==> src/rtl/pll_seq_ctl.sv <==
// ---------------------------------------------------------------------------
// pll_seq_ctl
//
// Power-up and relock sequencer for the on-chip clock PLL. Runs entirely in
// the PLL reference-clock domain. Holds the PLL in standby while the divider
// settings are loaded, waits for a stable lock, opens the downstream clock
// gate and then releases core reset. While running it supervises lock and
// relocks automatically when lock is lost.
//
// Ports:
//   clk          PLL reference clock
//   reset_l      asynchronous active-low reset
//   start        pulse: begin sequencing from IDLE or FAIL
//   relock       pulse: force a relock from RUN
//   cfg_m0       requested M divider
//   cfg_n/pa/pb/pc  requested N and port A/B/C dividers (4 bits each)
//   plock        PLL lock indicator (asynchronous, synchronised here)
//   err_clr      clears the sticky error flags
//   pll_stby     PLL STBY pin
//   pll_m0       PLL M0 pin
//   pll_n/pa/pb/pc  PLL divider pins (4 bits each)
//   clk_en       downstream clock-gate enable
//   core_rst_l   core reset, active low
//   state        current sequencer state
//   timeout_err  sticky: lock not achieved within LOCK_TIMEOUT clocks
//   lock_err     sticky: lock lost in ENABLE or RUN
//
// Build option:
//   PLL_SEQ_CTL_RETRY_EN  when defined, a lock timeout returns to STBY and
//                         retries up to 3 times before entering FAIL.
// ---------------------------------------------------------------------------
module pll_seq_ctl #(
    parameter int unsigned STBY_CYCLES   = 16,
    parameter int unsigned LOCK_TIMEOUT  = 4096,
    parameter int unsigned SETTLE_CYCLES = 256,
    parameter int unsigned RST_DLY       = 8,
    parameter logic [3:0]  DEF_N         = 4'd7,
    parameter logic        DEF_M0        = 1'b1,
    parameter logic [3:0]  DEF_PA        = 4'd1,
    parameter logic [3:0]  DEF_PB        = 4'd1,
    parameter logic [3:0]  DEF_PC        = 4'd1
) (
    input  logic       clk,
    input  logic       reset_l,
    input  logic       start,
    input  logic       relock,
    input  logic       cfg_m0,
    input  logic [3:0] cfg_n,
    input  logic [3:0] cfg_pa,
    input  logic [3:0] cfg_pb,
    input  logic [3:0] cfg_pc,
    input  logic       plock,
    input  logic       err_clr,
    output logic       pll_stby,
    output logic       pll_m0,
    output logic [3:0] pll_n,
    output logic [3:0] pll_pa,
    output logic [3:0] pll_pb,
    output logic [3:0] pll_pc,
    output logic       clk_en,
    output logic       core_rst_l,
    output logic [2:0] state,
    output logic       timeout_err,
    output logic       lock_err
);

    localparam int unsigned SBW = $clog2(STBY_CYCLES + 1);
    localparam int unsigned TOW = $clog2(LOCK_TIMEOUT + 1);
    localparam int unsigned STW = $clog2(SETTLE_CYCLES + 1);
    localparam int unsigned RDW = $clog2(RST_DLY + 1);

    localparam logic [SBW-1:0] SB_LAST = SBW'(STBY_CYCLES - 1);
    localparam logic [SBW-1:0] SB_MAX  = SBW'(STBY_CYCLES);
    localparam logic [TOW-1:0] TO_LAST = TOW'(LOCK_TIMEOUT - 1);
    localparam logic [TOW-1:0] TO_MAX  = TOW'(LOCK_TIMEOUT);
    localparam logic [STW-1:0] ST_LAST = STW'(SETTLE_CYCLES - 1);
    localparam logic [STW-1:0] ST_MAX  = STW'(SETTLE_CYCLES);
    localparam logic [RDW-1:0] RD_LAST = RDW'(RST_DLY - 1);
    localparam logic [RDW-1:0] RD_MAX  = RDW'(RST_DLY);

    typedef enum logic [2:0] {
        S_IDLE   = 3'd0,
        S_STBY   = 3'd1,
        S_WAIT   = 3'd2,
        S_SETTLE = 3'd3,
        S_ENABLE = 3'd4,
        S_RUN    = 3'd5,
        S_FAIL   = 3'd6
    } state_e;

    state_e         state_q, state_d;
    logic           plock_meta_q, plock_s_q;
    logic [SBW-1:0] sb_cnt_q, sb_cnt_d;
    logic [TOW-1:0] to_cnt_q, to_cnt_d;
    logic [STW-1:0] st_cnt_q, st_cnt_d;
    logic [RDW-1:0] rd_cnt_q, rd_cnt_d;
    logic           pll_stby_q, pll_stby_d;
    logic           pll_m0_q, pll_m0_d;
    logic [3:0]     pll_n_q, pll_n_d;
    logic [3:0]     pll_pa_q, pll_pa_d;
    logic [3:0]     pll_pb_q, pll_pb_d;
    logic [3:0]     pll_pc_q, pll_pc_d;
    logic           clk_en_q, clk_en_d;
    logic           core_rst_l_q, core_rst_l_d;
    logic           timeout_err_q, timeout_err_d;
    logic           lock_err_q, lock_err_d;
    logic           to_fire;
    logic           set_to;
    logic           set_lock;
    logic           retry_exhausted;
    logic           entering;

    // Two-flop synchroniser for the asynchronous lock indicator.
    always_ff @(posedge clk or negedge reset_l) begin
        if (!reset_l) begin
            plock_meta_q <= 1'b0;
            plock_s_q    <= 1'b0;
        end else begin
            plock_meta_q <= plock;
            plock_s_q    <= plock_meta_q;
        end
    end

`ifdef PLL_SEQ_CTL_RETRY_EN
    logic [1:0] retry_q, retry_d;

    assign retry_exhausted = (retry_q == 2'd3);

    always_comb begin
        retry_d = retry_q;
        if ((state_d == S_RUN) ||
            (((state_q == S_IDLE) || (state_q == S_FAIL)) && start)) begin
            retry_d = '0;
        end else if (to_fire && !retry_exhausted) begin
            retry_d = retry_q + 2'd1;
        end
    end

    always_ff @(posedge clk or negedge reset_l) begin
        if (!reset_l) begin
            retry_q <= '0;
        end else begin
            retry_q <= retry_d;
        end
    end
`else
    assign retry_exhausted = 1'b1;
`endif

    // Next-state logic.
    always_comb begin
        state_d  = state_q;
        to_fire  = 1'b0;
        set_to   = 1'b0;
        set_lock = 1'b0;
        case (state_q)
            S_IDLE: begin
                if (start) state_d = S_STBY;
            end
            S_STBY: begin
                if (sb_cnt_q >= SB_LAST) state_d = S_WAIT;
            end
            S_WAIT: begin
                if (plock_s_q)                  state_d = S_SETTLE;
                else if (to_cnt_q >= TO_LAST)   to_fire = 1'b1;
            end
            S_SETTLE: begin
                // Timeout keeps running here; a lock drop resumes WAIT
                // without restarting the timeout window.
                if (!plock_s_q)                 state_d = S_WAIT;
                else if (st_cnt_q >= ST_LAST)   state_d = S_ENABLE;
                else if (to_cnt_q >= TO_LAST)   to_fire = 1'b1;
            end
            S_ENABLE: begin
                if (!plock_s_q) begin
                    set_lock = 1'b1;
                    state_d  = S_STBY;
                end else if (rd_cnt_q >= RD_LAST) begin
                    state_d = S_RUN;
                end
            end
            S_RUN: begin
                if (!plock_s_q) set_lock = 1'b1;
                if (!plock_s_q || relock) state_d = S_STBY;
            end
            S_FAIL: begin
                if (start) state_d = S_STBY;
            end
            default: state_d = S_IDLE;
        endcase

        if (to_fire) begin
            if (retry_exhausted) begin
                state_d = S_FAIL;
                set_to  = 1'b1;
            end else begin
                state_d = S_STBY;
            end
        end
    end

    // Phase counters clear on every state entry; the timeout counter only
    // restarts when a fresh lock attempt begins (STBY -> WAIT).
    always_comb begin
        entering = (state_d != state_q);
        sb_cnt_d = sb_cnt_q;
        st_cnt_d = st_cnt_q;
        rd_cnt_d = rd_cnt_q;
        to_cnt_d = to_cnt_q;

        if (entering) begin
            sb_cnt_d = '0;
            st_cnt_d = '0;
            rd_cnt_d = '0;
        end else begin
            if ((state_q == S_STBY) && (sb_cnt_q < SB_MAX))
                sb_cnt_d = sb_cnt_q + SBW'(1);
            if ((state_q == S_SETTLE) && (st_cnt_q < ST_MAX))
                st_cnt_d = st_cnt_q + STW'(1);
            if ((state_q == S_ENABLE) && (rd_cnt_q < RD_MAX))
                rd_cnt_d = rd_cnt_q + RDW'(1);
        end

        if ((state_q == S_STBY) && (state_d == S_WAIT)) begin
            to_cnt_d = '0;
        end else if (((state_q == S_WAIT) || (state_q == S_SETTLE)) &&
                     (to_cnt_q < TO_MAX)) begin
            to_cnt_d = to_cnt_q + TOW'(1);
        end
    end

    // Outputs are registered from the next state so every pin changes on
    // the same edge as the state it belongs to.
    always_comb begin
        pll_stby_d   = !(state_d inside {S_WAIT, S_SETTLE, S_ENABLE, S_RUN});
        clk_en_d     = (state_d inside {S_ENABLE, S_RUN});
        core_rst_l_d = (state_d == S_RUN);
        pll_m0_d     = pll_m0_q;
        pll_n_d      = pll_n_q;
        pll_pa_d     = pll_pa_q;
        pll_pb_d     = pll_pb_q;
        pll_pc_d     = pll_pc_q;
        if ((state_d == S_STBY) && (state_q != S_STBY)) begin
            pll_m0_d = cfg_m0;
            pll_n_d  = cfg_n;
            pll_pa_d = cfg_pa;
            pll_pb_d = cfg_pb;
            pll_pc_d = cfg_pc;
        end
        // A new error on the same edge as err_clr leaves the flag set.
        timeout_err_d = set_to   | (timeout_err_q & ~err_clr);
        lock_err_d    = set_lock | (lock_err_q    & ~err_clr);
    end

    always_ff @(posedge clk or negedge reset_l) begin
        if (!reset_l) begin
            state_q       <= S_IDLE;
            sb_cnt_q      <= '0;
            to_cnt_q      <= '0;
            st_cnt_q      <= '0;
            rd_cnt_q      <= '0;
            pll_stby_q    <= 1'b1;
            pll_m0_q      <= DEF_M0;
            pll_n_q       <= DEF_N;
            pll_pa_q      <= DEF_PA;
            pll_pb_q      <= DEF_PB;
            pll_pc_q      <= DEF_PC;
            clk_en_q      <= 1'b0;
            core_rst_l_q  <= 1'b0;
            timeout_err_q <= 1'b0;
            lock_err_q    <= 1'b0;
        end else begin
            state_q       <= state_d;
            sb_cnt_q      <= sb_cnt_d;
            to_cnt_q      <= to_cnt_d;
            st_cnt_q      <= st_cnt_d;
            rd_cnt_q      <= rd_cnt_d;
            pll_stby_q    <= pll_stby_d;
            pll_m0_q      <= pll_m0_d;
            pll_n_q       <= pll_n_d;
            pll_pa_q      <= pll_pa_d;
            pll_pb_q      <= pll_pb_d;
            pll_pc_q      <= pll_pc_d;
            clk_en_q      <= clk_en_d;
            core_rst_l_q  <= core_rst_l_d;
            timeout_err_q <= timeout_err_d;
            lock_err_q    <= lock_err_d;
        end
    end

    assign pll_stby    = pll_stby_q;
    assign pll_m0      = pll_m0_q;
    assign pll_n       = pll_n_q;
    assign pll_pa      = pll_pa_q;
    assign pll_pb      = pll_pb_q;
    assign pll_pc      = pll_pc_q;
    assign clk_en      = clk_en_q;
    assign core_rst_l  = core_rst_l_q;
    assign state       = state_q;
    assign timeout_err = timeout_err_q;
    assign lock_err    = lock_err_q;

endmodule

==> config.mk <==
export PLATFORM = sky130hd
export DESIGN_NAME = pll_seq_ctl
export DESIGN_NICKNAME = d
export VERILOG_FILES = /design/src/rtl/pll_seq_ctl.sv
export SDC_FILE = /design/constraint.sdc
export NUM_CORES = 1
export LEC_CHECK = 0
export CORE_MARGIN = 2
export CORE_UTILIZATION = 30
export DETAILED_ROUTE_END_ITERATION = 12
export PLACE_DENSITY = 0.5
export SYNTH_ARGS = -nofsm -noshare
export SYNTH_HDL_FRONTEND = slang
export SYNTH_SLANG_ARGS = --single-unit
==> constraint.sdc <==
create_clock -name clk -period 2.4 [get_ports clk]
set_input_delay 0.48 -clock clk [delete_from_list [all_inputs] [get_ports clk]]
set_output_delay 0.48 -clock clk [all_outputs]
set_load 0.1 [all_outputs]
Word-level counts from Yosys, hierarchy flattened --
Cells that the tools add are included.
Word-level totals: word-level logic and storage cells 92, input port bits 23, output and inout bits 25, register bits 58
Operators by class: bitwise logic cells 5, equality and inequality tests 13, multiplexer cells 26, reduce and logical (&&, ||, !) cells 19, order comparisons 8, $add $sub $neg 4
Operators with widths (count):
- $mux 3 | 9
- $mux 13 | 2
- $mux 9 | 2
- $pmux 3 s6 | 1
- $eq 3x3->1 const B | 5
- $add 13x1->13 const B | 1
- $ge 13x12->1 const B | 1
- $lt 13x13->1 const B | 1
- $eq 3x2->1 const B | 4
- $mux 5 | 2
- $reduce_bool 2->1 | 5
- $add 9x1->9 const B | 1
- $ge 9x8->1 const B | 1
- $lt 9x9->1 const B | 1
- $mux 4 | 2
- $mux 1 | 7
- $eq 3x1->1 const B | 2
- $logic_and 1x1->1 | 6
- $add 5x1->5 const B | 1
- $ge 5x4->1 const B | 1
- $lt 5x5->1 const B | 1
- $add 4x1->4 const B | 1
- $ge 4x3->1 const B | 1
- $lt 4x4->1 const B | 1
- other kinds (11) | 16

Logic depth before layout (Yosys ltp) --
word-level depth 9, depth in mapped cells 11, depth with buffers taken out 10

Worst setup path after synthesis --
OpenSTA, ideal clock, no wires.
path type register to register, from register state_q[1] (netlist: state[1]), to register pll_n_q[3] (netlist: pll_n[3]), arrival 2.567 ns, path buffers 2, slack -0.293 ns, setup time 0.125 ns, stages on the path, launching flop included 9, required time 2.275 ns, path through dfrtp_1 > buf_4 > nand2b_4 > or3_1 > a21o_2 > and3_4 > nand3_4 > buf_12 > mux2_4
On the way: longest elaborated chain between the ends 6, elaborated cells between the ends (all ways) 22, those cells by class eq/ne: 8; mux: 11; reduce/logical: 3
RTL lines:
- start, declared | RTL line 91 | state_e state_q, state_d;
- start signal, assigned | RTL line 273 | state_q <= state_d;
- $eq 3x3->1 (tied with other cells) | RTL line 156 | case (state_q)
- $reduce_or 2->1 (no source line) (tied with other cells)
- $pmux 3 s6 | RTL line 156
- $mux 3 | RTL line 192 | if (to_fire) begin
- $eq 3x1->1 | RTL line 243 | if ((state_d == S_STBY) && (state_q != S_STBY)) begin
- $logic_and 1x1->1 * | RTL line 243
- end signal, assigned | RTL line 280 | pll_n_q <= pll_n_d;
- end, declared | RTL line 99 | logic [3:0] pll_n_q, pll_n_d;
Every way passes the cells marked *; elsewhere a longest branch is shown, timed or not. A chain may end at the register's enable or synchronous reset.

Final worst setup path --
from register st_cnt_q[0], to register pll_pc_q[3] (netlist: pll_pc[3])
On the way: longest elaborated chain between the ends 7, elaborated cells between the ends (all ways) 10, those cells by class order compare: 1; eq/ne: 1; mux: 7; reduce/logical: 1
RTL lines:
- start, declared | RTL line 95 | logic [STW-1:0] st_cnt_q, st_cnt_d;
- start signal, assigned | RTL line 276 | st_cnt_q <= st_cnt_d;
- $ge 9x8->1 * | RTL line 171 | else if (st_cnt_q >= ST_LAST) state_d = S_ENABLE;
- $mux 3 / $mux 1 (equally long branches) | RTL line 171
- $mux 3 / $mux 1 (equally long branches) | RTL line 170 | if (!plock_s_q) state_d = S_WAIT;
- $pmux 3 s6 / $pmux 1 s2 (equally long branches) | RTL line 156
- $mux 3 * | RTL line 192
- $eq 3x1->1 * | RTL line 243
- $logic_and 1x1->1 * | RTL line 243
- end signal, assigned | RTL line 283 | pll_pc_q <= pll_pc_d;
- end, declared | RTL line 102 | logic [3:0] pll_pc_q, pll_pc_d;
Marked as above.

==> results <==
- The flow ran to the end, and the final reports show no timing, DRC or antenna violations.
- Summing the sequential cell areas from Yosys gives between 50 and 60% of the chip area.
- For this block, the via count after detailed routing is 2061.
- The first TritonRoute pass finished after 5 iterations.
- The distinct cell type count after synthesis is 52.
- The data arrival time at the worst-slack endpoint is about 2.5 ns.
- The synthesized netlist occupies a cell area of 2894 um2.
- The number of global-route vias before repair is 2087.
- The number of routed nets with antenna violations is 0.
- Global routing consumed, on the met2 layer, 18.37% of the routing resources.
- The xor/xnor share of the synthesized area is approximately 7.0%.
- In this run the deepest clock path goes through 2 buffers.
- STA classifies the critical path endpoint as a flip-flop.
- 48 I/O pins were placed.
- The fraction of the mapped netlist area in adder cells is under 10%.
- The initial utilization of the core area, before any placement, comes to a little under a third.
- The first routing iteration left between 100 and 150 violations.
- The met1 layer usage reported by global route is between 15 and 20%.
- The die outline height is 102.2 um.
- The clock tree synthesis step divided the H-tree into 3 levels.
- Synthesis produced a netlist whose cell count is around 250.
- The flip-flop and latch count after synthesis is just under 60.
- The number of antenna violations at the first check in global routing is 0.
- The number of clock buffers added by TritonCTS is 9.
- Summing the areas of all compound-gate instances in the mapped netlist gives 7.955% of the synthesized area.
- Setup total negative slack on the finished layout was measured at 0 ns.
- The number of antenna repair diodes is 0.
- By count the netlist is led by dfrtp_1, nor2_1, xor2_1.
- Yosys printed 0 warnings.
- The overall power consumption is 2.062 mW.
- The required time at the worst-slack endpoint is between 2 and 3 ns.
- Clock-pin slew was measured on the worst setup and hold paths at roughly 0.070 ns.
- The net count after synthesis is 281.
- The most common flop cell mapped by yosys is dfrtp_1.
- The number of max-cap violations is 0.
- The leakage component of the power is 1.719 nW.
- The first-pass GRT wire length is roughly 10 mm.
- For this block, the routed nets add up to about 6.2 mm of wire.
- The minimum period implied by the final worst setup slack is 2.296 ns.
- The worst register-to-register path begins at st_cnt_q[0].
- Across the VDD grid, the largest voltage drop is 0.2905 mV.
- The mux contribution to synthesized area is 8.949%.
- The maximum fanout along the worst path is 8.
- The synthesized design devotes to its leading area cell type between 40% and 50% of total area.
- The number of remaining DRC errors is 0.
- From synthesis to final layout, the design area changed by 30.74%.
- In this run the tightest slew margin relative to its limit is between 70% and 80%.
- The last weighted congestion value of the routability-driven placer is around 0.76.
- The total area inside the core boundary comes to ~9300 um2.
- The combinational family with the most area after synthesis is simple AND/OR/NAND/NOR gates.
- The net count of the finished layout is 352.
- Clock tree synthesis selected as its root buffer the cell clkbuf_8.
- The detailed-placement wirelength estimate is about 4.3 mm.
- The worst register-to-register path has a setup slack of 0.10 ns.
- In this run the critical register-to-register path is captured at pll_pc[3].
- Summed over all instances, the cell type with the most area after synthesis is dfrtp_1.
- The number of standard-cell rows in the floorplan is 35.
- The area share of and/or/nand/nor cells after synthesis is around a fifth.
- The clock reaches the later pin of the worst-skew pair after 0.33 ns.
- In this run the tool buffered the top-level ports with 47 buffer cells.
- By area the synthesized netlist is led by dfrtp_1, dfstp_2, mux2_4.
- Between clock sinks in the finished design, the worst skew comes to between 0.01 and 0.015 ns.
- Yosys mapped a number of flops with a built-in enable equal to 0.
- The clock tree from TritonCTS is done.
- The worst register-to-register path has a depth of 11.
- Of the cells placed in the final design, the portion with a size suffix greater than 1 is between 30% and 40%.
- The residual overflow from global routing is 0.
- The worst setup path is launched from a flip-flop.
- The routed via count divided by cell count is 4.520.
- Global routing used between 4 and 5% of the available met3 tracks.
- The busiest metal layer after global routing is met2.
- The hold violation count in the final report is 0.
- The die outline area is 10450 um2.
- The fraction of registers with async set or reset after synthesis is 100.0%.
- The setup violation total in the final timing report is 0.
- The number of pins exceeding their max-slew limit in the final report was 0.
- The slew at the pin closest to its max-slew limit is roughly 0.44 ns.
- The power per cell area is 545.0 nW/um2.
- After detailed routing, the average wire length per cell comes to 13.66 um.
- The average instance in the mapped netlist occupies 11.48 um2.
- The total global routing track utilization is between 10% and 20%.
- The final critical path takes up about 96% of the cycle.
- The die width is a little over 100 um.
- The dominant cell by count in the synthesized netlist is dfrtp_1.
- The number of sinks on the clock net is 58.
- The setup path with the least slack is of type flip-flop to flip-flop.
- The maximum number of pins on one net before global-route repair is between 50 and 60.
- The tightest min-delay check is of the input pin to async pin type.
- The maximum clock frequency is approximately 0.44 GHz.
-- worst max-delay path: stages (launching register included) --
cell and delay (ns):
dfrtp_1 0.39, ha_2 0.19, nand2_1 0.06, nor3_1 0.05, ha_1 0.18, nor2_2 0.14, o21ai_1 0.12, o211ai_2 0.19
and3_4 0.23, nand3_4 0.13, clkbuf_16 0.21, mux2_4 0.29
-- per-layer routing --
metal,vias up,wire length (um)
met1,1000,3040
met3,4,285
met2,41,2840
li1,1016,-
met5,-,0
met4,0,62
-- state kept, by name (all words and copies together), names as in the netlist, 3 cells and up --
| name | cells |
|---|---|
| sb_cnt_q | 5 |
| pll_pa | 4 |
| to_cnt_q | 13 |
| pll_pc | 4 |
| pll_n | 4 |
| pll_pb | 4 |
| st_cnt_q | 9 |
| rd_cnt_q | 4 |
| state | 3 |
-- layout by cell type, fill, tap and decap left out, types with 4 or more instances in the layout --
cell type	instances
nand2_1	13
nand3_1	11
nor3_1	4
mux2_4	10
nand4_1	7
clkbuf_8	9
ha_1	5
dfstp_2	8
buf_4	40
and2_1	5
clkdlybuf4s50_1	21
xor2_1	17
nor2_1	29
and3_1	4
xnor2_1	6
dfrtp_1	47
inv_1	10
nor2_2	12
mux2_2	7
clkinv_2	4
-- worst max-delay path by stage --
stage	start	endpoint	slack [ns]	cells after the start
floorplan	state[2]	pll_n[3]	0.02	8
global placement	start	pll_pc[3]	-0.02	7
detailed placement	st_cnt_q[0]	pll_pa[1]	-0.07	10
CTS	st_cnt_q[0]	pll_pc[2]	0.02	11
global route	st_cnt_q[0]	pll_pb[2]	-0.001	11
finish	st_cnt_q[0]	pll_pc[3]	0.10	11
-- area by class of cell --
cell class / instances / area [um2]
timing repair buffer: 67 / 625.6
fill: 938 / 5500
clock buffer: 9 / 123.9
clock inverter: 6 / 35.03
inverter: 10 / 37.54
sequential: 58 / 1468
tap: 129 / 161.4
multi-input combinational: 177 / 1333
-- what timing repair did --
item                                   in CTS  in global routing
endpoints found under the hold margin       0                  0
pin swaps                                   0                  4
setup buffers                               1                  2
hold buffers                                0                  0
cloned                                      0                  2
setup endpoints to repair                  17                 34
gates resized for setup                     0                  4
-- where the power goes --
group	internal (mW)	switching, mW
combinational	0.102	0.184
clock	0.360	0.391
sequential	1.01	0.0186
total	1.47	0.594
-- kinds of logic after synthesis --
kind of cell	after synthesis
AOI/OAI and AO/OA	27
DFF	58
adders and majority gates	6
buffers and inverters	17
and+or+nand+nor	101
muxes	20
xor gates and xnor gates	23
-- per-stage QoR --
step	cells	setup slack, ns	util [%]	hold WS [ns]	instance area [um2]
after floorplan	252	0.02370	-	0.1844	2900
after global placement	436	-0.02109	38.05	0.3384	3532
after detailed placement	436	-0.06686	38.05	0.3396	3532
after CTS	452	0.01814	39.97	0.1458	3711
after global routing	456	-0.0009519	40.75	0.1564	3784
final	456	0.1040	40.75	0.1381	3784
No activity file was read; power rests on OpenSTA's default activity.
